$ cat config.mk
export PLATFORM = sky130hd
export DESIGN_NAME = fetch_queue_flat
export DESIGN_NICKNAME = d
export VERILOG_FILES = /design/src/rtl/fetch_queue_pkg.sv /design/src/rtl/fetch_queue_if.sv /design/src/rtl/fetch_queue_mem.sv /design/src/rtl/fetch_queue.sv /design/src/flat_wrapper.sv
export SDC_FILE = /design/constraint.sdc
export NUM_CORES = 1
export LEC_CHECK = 0
export ABC_CLOCK_PERIOD_IN_PS = 3600
export CORE_UTILIZATION = 23
export CTS_CLUSTER_DIAMETER = 100
export DETAILED_ROUTE_END_ITERATION = 12
export GPL_TIMING_DRIVEN = 1
export PLACE_DENSITY = 0.51
export SLEW_MARGIN = 25
export SYNTH_ARGS = -nofsm -noshare
export SYNTH_HDL_FRONTEND = slang
export SYNTH_SLANG_ARGS = --single-unit
$ cat constraint.sdc
create_clock -name clk -period 3.6 [get_ports clk]
set_input_delay 0.72 -clock clk [delete_from_list [all_inputs] [get_ports clk]]
set_output_delay 0.72 -clock clk [all_outputs]
set_load 0.02 [all_outputs]
$ cat src/rtl/fetch_queue_pkg.sv
// Shared types and default constants for the instruction prefetch queue.
// The NOP value matches the bubble that CPU5STAGE injects on a flush.
package fetch_queue_pkg;

  localparam logic [31:0] DEF_NOP_INST = 32'h0000_0000;
  localparam logic [31:0] DEF_PC_STEP  = 32'd1;

  typedef struct packed {
    logic [31:0] pc;
    logic [31:0] inst;
  } fq_entry_t;

endpackage

$ cat src/rtl/fetch_queue_if.sv
// Fetch-side bundle: IM port, IF/ID handshake, redirect request and flush statistic.
interface fetch_queue_if;

  logic [31:0] im_addr;
  logic [31:0] im_data;
  logic        stall;
  logic        redirect;
  logic [31:0] redirect_pc;
  logic        out_valid;
  logic [31:0] out_pc;
  logic [31:0] out_inst;
  logic [31:0] flush_count;

  // Environment side: instruction memory, decode stage and branch unit.
  modport master (
    input  im_addr, out_valid, out_pc, out_inst, flush_count,
    output im_data, stall, redirect, redirect_pc
  );

  modport slave (
    output im_addr, out_valid, out_pc, out_inst, flush_count,
    input  im_data, stall, redirect, redirect_pc
  );

endinterface

$ cat src/rtl/fetch_queue_mem.sv
// DEPTH x {pc, inst} register array: one synchronous write port, one combinational read port.
module fetch_queue_mem
  import fetch_queue_pkg::*;
#(
  parameter int DEPTH = 4,
  parameter int PTR_W = $clog2(DEPTH)
) (
  input  logic             clk,
  input  logic             we,
  input  logic [PTR_W-1:0] wr_addr,
  input  fq_entry_t        wr_data,
  input  logic [PTR_W-1:0] rd_addr,
  output fq_entry_t        rd_data
);

  fq_entry_t mem [DEPTH];

  always_ff @(posedge clk) begin
    if (we) mem[wr_addr] <= wr_data;
  end

  assign rd_data = mem[rd_addr];

endmodule

$ cat src/rtl/fetch_queue.sv
// Instruction prefetch queue: owns the fetch PC, buffers {pc, inst} pairs from IM
// and presents the oldest one to IF/ID; a redirect flushes and refetches.
module fetch_queue
  import fetch_queue_pkg::*;
#(
  parameter int          DEPTH    = 4,
  parameter logic [31:0] PC_STEP  = DEF_PC_STEP,
  parameter logic [31:0] NOP_INST = DEF_NOP_INST
) (
  input logic           clk,
  input logic           rst,
  fetch_queue_if.slave  bus
);

  localparam int PTR_W = $clog2(DEPTH);
  localparam logic [PTR_W:0] FULL = (PTR_W + 1)'(DEPTH);

  logic [31:0]      fetch_pc;
  logic [PTR_W-1:0] wr_ptr;
  logic [PTR_W-1:0] rd_ptr;
  logic [PTR_W:0]   count;
  logic [PTR_W:0]   count_next;
  logic [31:0]      flush_count;
  logic             push;
  logic             pop;
  logic             out_valid;
  fq_entry_t        head;

  function automatic logic [31:0] sat_inc(input logic [31:0] val);
    return (val == 32'hFFFF_FFFF) ? val : val + 32'd1;
  endfunction

  assign out_valid = (count != '0);
  assign pop       = out_valid & ~bus.stall;
  // A full queue can still accept a fetch when the head leaves in the same cycle.
  assign push      = ~bus.redirect & ((count < FULL) | pop);

  always_comb begin
    count_next = count;
    unique case ({push, pop})
      2'b10:   count_next = count + 1'b1;
      2'b01:   count_next = count - 1'b1;
      default: count_next = count;
    endcase
  end

  fetch_queue_mem #(
    .DEPTH (DEPTH),
    .PTR_W (PTR_W)
  ) u_mem (
    .clk     (clk),
    .we      (push),
    .wr_addr (wr_ptr),
    .wr_data ('{pc: fetch_pc, inst: bus.im_data}),
    .rd_addr (rd_ptr),
    .rd_data (head)
  );

  always_ff @(posedge clk) begin
    if (rst) begin
      fetch_pc    <= '0;
      wr_ptr      <= '0;
      rd_ptr      <= '0;
      count       <= '0;
      flush_count <= '0;
    end else if (bus.redirect) begin
      // Head is dropped even when decode would have taken it this cycle.
      fetch_pc    <= bus.redirect_pc;
      wr_ptr      <= '0;
      rd_ptr      <= '0;
      count       <= '0;
      flush_count <= sat_inc(flush_count);
    end else begin
      if (push) begin
        fetch_pc <= fetch_pc + PC_STEP;
        wr_ptr   <= wr_ptr + 1'b1;
      end
      if (pop) rd_ptr <= rd_ptr + 1'b1;
      count <= count_next;
    end
  end

  assign bus.im_addr     = fetch_pc;
  assign bus.out_valid   = out_valid;
  assign bus.out_pc      = out_valid ? head.pc   : 32'd0;
  assign bus.out_inst    = out_valid ? head.inst : NOP_INST;
  assign bus.flush_count = flush_count;

endmodule

$ cat src/flat_wrapper.sv
// flat-port wrapper written by rule: the top's interface ports become plain ports
module fetch_queue_flat import fetch_queue_pkg::*;
#(
  parameter int          DEPTH    = 4,
  parameter logic [31:0] PC_STEP  = DEF_PC_STEP,
  parameter logic [31:0] NOP_INST = DEF_NOP_INST
)
  (clk, rst, bus_im_addr, bus_out_valid, bus_out_pc, bus_out_inst, bus_flush_count, bus_im_data, bus_stall, bus_redirect, bus_redirect_pc);
  fetch_queue_if bus_i ();
  input logic clk;
  input logic rst;
  output wire logic [$bits(bus_i.im_addr)-1:0] bus_im_addr;
  output wire logic [$bits(bus_i.out_valid)-1:0] bus_out_valid;
  output wire logic [$bits(bus_i.out_pc)-1:0] bus_out_pc;
  output wire logic [$bits(bus_i.out_inst)-1:0] bus_out_inst;
  output wire logic [$bits(bus_i.flush_count)-1:0] bus_flush_count;
  input wire logic [$bits(bus_i.im_data)-1:0] bus_im_data;
  input wire logic [$bits(bus_i.stall)-1:0] bus_stall;
  input wire logic [$bits(bus_i.redirect)-1:0] bus_redirect;
  input wire logic [$bits(bus_i.redirect_pc)-1:0] bus_redirect_pc;
  assign bus_im_addr = bus_i.im_addr;
  assign bus_out_valid = bus_i.out_valid;
  assign bus_out_pc = bus_i.out_pc;
  assign bus_out_inst = bus_i.out_inst;
  assign bus_flush_count = bus_i.flush_count;
  assign bus_i.im_data = bus_im_data;
  assign bus_i.stall = bus_stall;
  assign bus_i.redirect = bus_redirect;
  assign bus_i.redirect_pc = bus_redirect_pc;
  fetch_queue #(.DEPTH(DEPTH), .PC_STEP(PC_STEP), .NOP_INST(NOP_INST)) u_core (.clk(clk), .rst(rst), .bus(bus_i));
endmodule
==> metrics.md, run 1 <==
| Metric | Value |
|---|---|
| Tcrit/Tclk final | `0.943` |
| DRC | `0` |
| Share of layout cells above drive strength 1 | `0.149` |
| Post-synthesis register bit count | `329` |
| Leak | `5.61 nW` |
| Global route overflow | `0` |
| Unrepaired setup endpoints after global routing | `false` |
| Htree depth | `2` |
| Share of flip-flops with an asynchronous set or reset | `0` |
| Fillers | `5774` |
| Die area | `59700 um^2` |
| Largest net degree at the start of global routing | `49` |
| Total wire length | `36200 um` |
| Sink Count | `329` |
| Die Y | `244 um` |
| Buffers on Ports | `196` |
| Sum Neg Setup Slack | `0 ns` |
| Cell Count, Final, Fillers Out | `1898` |
| Clock transition at path regs | `0.06 ns` |
| Dpl hpwl | `24700 um` |
| Nets | `1179` |
| Drt pass-1 iters | `4` |
| Area growth, synth to finish | `32.3%` |
| Setup CP Type | `register to output port` |
| Clock buffer depth | `3` |
| Status | `finished clean` |
| Syn Std Cell Area | `13500 um^2` |
| Req. time, crit path | `2.88 ns` |
| Worst VDD drop | `0.292 mV` |
| Synth Area per Inst | `15.4 um^2` |
| PwrDens | `493 nW/um^2` |
| Commonest non-fill, non-tap cell in the layout | `edfxtp_1` |
| Routability congestion estimate from global placement | `0.775` |
| TritonCTS clock tree | `built` |
| Vias in the first global route | `8507` |
| Multi-input logic area | `4130 um^2` |
| Synth warn | `0` |
| Fin. max-slew vios | `0` |
| Max transition margin | `0.479` |
| Max Fclk | `295 MHz` |
| # rows | `88` |
| Num CTS Buffers | `39` |
| Die X | `244 um` |
| Final worst setup slack | `0.205 ns` |
| Tot Pwr | `8.80 mW` |
| Worst-Margin Slew | `0.780 ns` |
| Clock root buffer | `clkbuf_16` |
| Cell taking the most area after synthesis | `edfxtp_1` |
| Critical Path Sink Type | `output port` |
| Worst slack, placed | `0.644 ns` |
| I/O pin count | `197` |
| Main synth FF type | `edfxtp_1` |
| Clock Latency Late Sink | `0.55 ns` |
| Post-Route Skew | `0.0143 ns` |
| Fin. Hold Viols | `0` |
| DR vias/cell | `4.38` |
| Distinct cells, synth | `49` |
| Initial detailed-routing violation count | `442` |
| Vias | `8307` |
| DR WL/cell | `19.1 um` |
| Yosys top cell area share | `0.570` |
| Top post-synthesis cells by area | `edfxtp_1 57%, dfxtp_1 11%, mux4_2 11%` |
| Core area | `57800 um^2` |
| Initial antenna violation count | `9` |
| Register area | `9160 um^2` |
| Final setup viols | `0` |
| Hold slack | `0.500 ns` |
| Aggregate global-route resource usage | `0.122` |
| Hold WC Path Type | `register to register` |
| Post-DRT Antenna Nets | `0` |
| Max cap viols | `0` |
| Cell count after synthesis | `878` |
| Most frequent cells in the layout | `256 x edfxtp_1, 195 x clkdlybuf4s50_1, 71 x dfxtp_1` |
| Initial Utilization | `0.233` |
| Postcts setup bufs | `0` |
| Critical Path Start Type | `register` |
| Synthesized Nets | `954` |
| Maximum fanout along the worst path | `20` |
| First-pass GRT wire length | `54400 um` |
| Seq/Total Area, Yosys | `0.678` |
| Min cycle time layout | `3.39 ns` |
| Number of synthesized flops with an enable pin | `256` |
| Worst Path Arrival | `2.67 ns` |
| Dpl cells | `1827` |
## synthesized netlist by cell type (all sizes together) (9+ instances only)
master	count
edfxtp	256
dfxtp	73
and2	70
mux4	64
nor2	51
nand2	42
a21oi	34
clkbuf	30
nand3	26
or3	21
a211oi	19
nand4	19
xnor2	19
o21ai	16
inv	15
nor4	15
xor2	14
buf	13
and3	10
nor2b	9
o31ai	9
or4	9
## timing repair
item | 4_1_cts | 5_1_grt
gates resized for setup | 0 | 1
hold endpoints to repair | 0 | 0
hold buffers | 0 | 0
endpoints found under the setup margin | 0 | 1
## kinds of logic (layout without fill, tap and decap cells)
group           Yosys count  in the layout  share of synthesized area
buf+inv                  58            311                     0.0183
fa+ha+maj                 8              8                    0.00797
other cells               0              2                          0
flops                   329            329                      0.678
compound gates           89             89                     0.0422
simple gates            287            287                      0.117
mux                      74             74                      0.115
xor+xnor                 33             33                     0.0214
## per-layer routing
layer  vias up  routed length [um]  GRT usage  share of wire
li1       3845                   -          -              -
met1      4179               15700      0.155           0.43
met2       208               17000      0.196           0.47
met3        59                2660     0.0437          0.073
met4        16                 682     0.0313          0.019
met5         -                 124          0         0.0034
## layout make-up
type,instances,share of cell area
clock buffers,48,0.0566
diodes,2,0.000280
inverters,15,0.00315
multi-input cells,491,0.231
flip-flops and latches,329,0.513
repair buffers,227,0.131
well taps,765,0.0536
clock inverters,21,0.0112
## power breakdown
group          switching (mW)  internal (mW)  total, mW
clock                    1.57           2.22       3.79
combinational           0.359          0.343      0.702
sequential             0.0883           4.23       4.31
## worst max-delay path, stage by stage, from the launching register on
cell and delay (ns):
dfxtp_4 0.59, buf_12 0.26, mux4_2 0.55, and2_1 0.18, clkdlybuf4s50_1 0.53
## final timing paths
path	startpoint	endpoint	slack (ns)	cells after the start
worst min-delay path	u_core.wr_ptr[1]$_SDFFE_PP0P_	u_core.wr_ptr[1]$_SDFFE_PP0P_	0.50	2
worst max-delay path	register	bus_out_pc[18]	0.21	4
worst min register to register	u_core.wr_ptr[1]$_SDFFE_PP0P_	u_core.wr_ptr[1]$_SDFFE_PP0P_	0.50	2
worst max register to register	u_core.bus.im_addr[2]$_SDFFE_PP0P_	u_core.bus.im_addr[27]$_SDFFE_PP0P_	1.02	5
## through the flow
step                utilization  cell area [um^2]
finish                    0.309             17900
global placement          0.288             16600
CTS                       0.309             17800
detailed placement        0.288             16600
floorplan                     -             13500
global route              0.309             17800
## state kept, by name, indices dropped and copies added, names as in the netlist, named ones only
signal	flops
u_core.rd_ptr	2
u_core.wr_ptr	2
u_core.u_mem.mem	256
u_core.count	3
u_core.bus.im_addr	32
u_core.bus.flush_count	32
No activity file was read; power rests on OpenSTA's default activity.
==> run 2: changes to the inputs <==
- HOLD_SLACK_MARGIN: not set -> 0.12
==> results of run 2 <==
Final layout, timing and power as in run 1 (identical DEF).
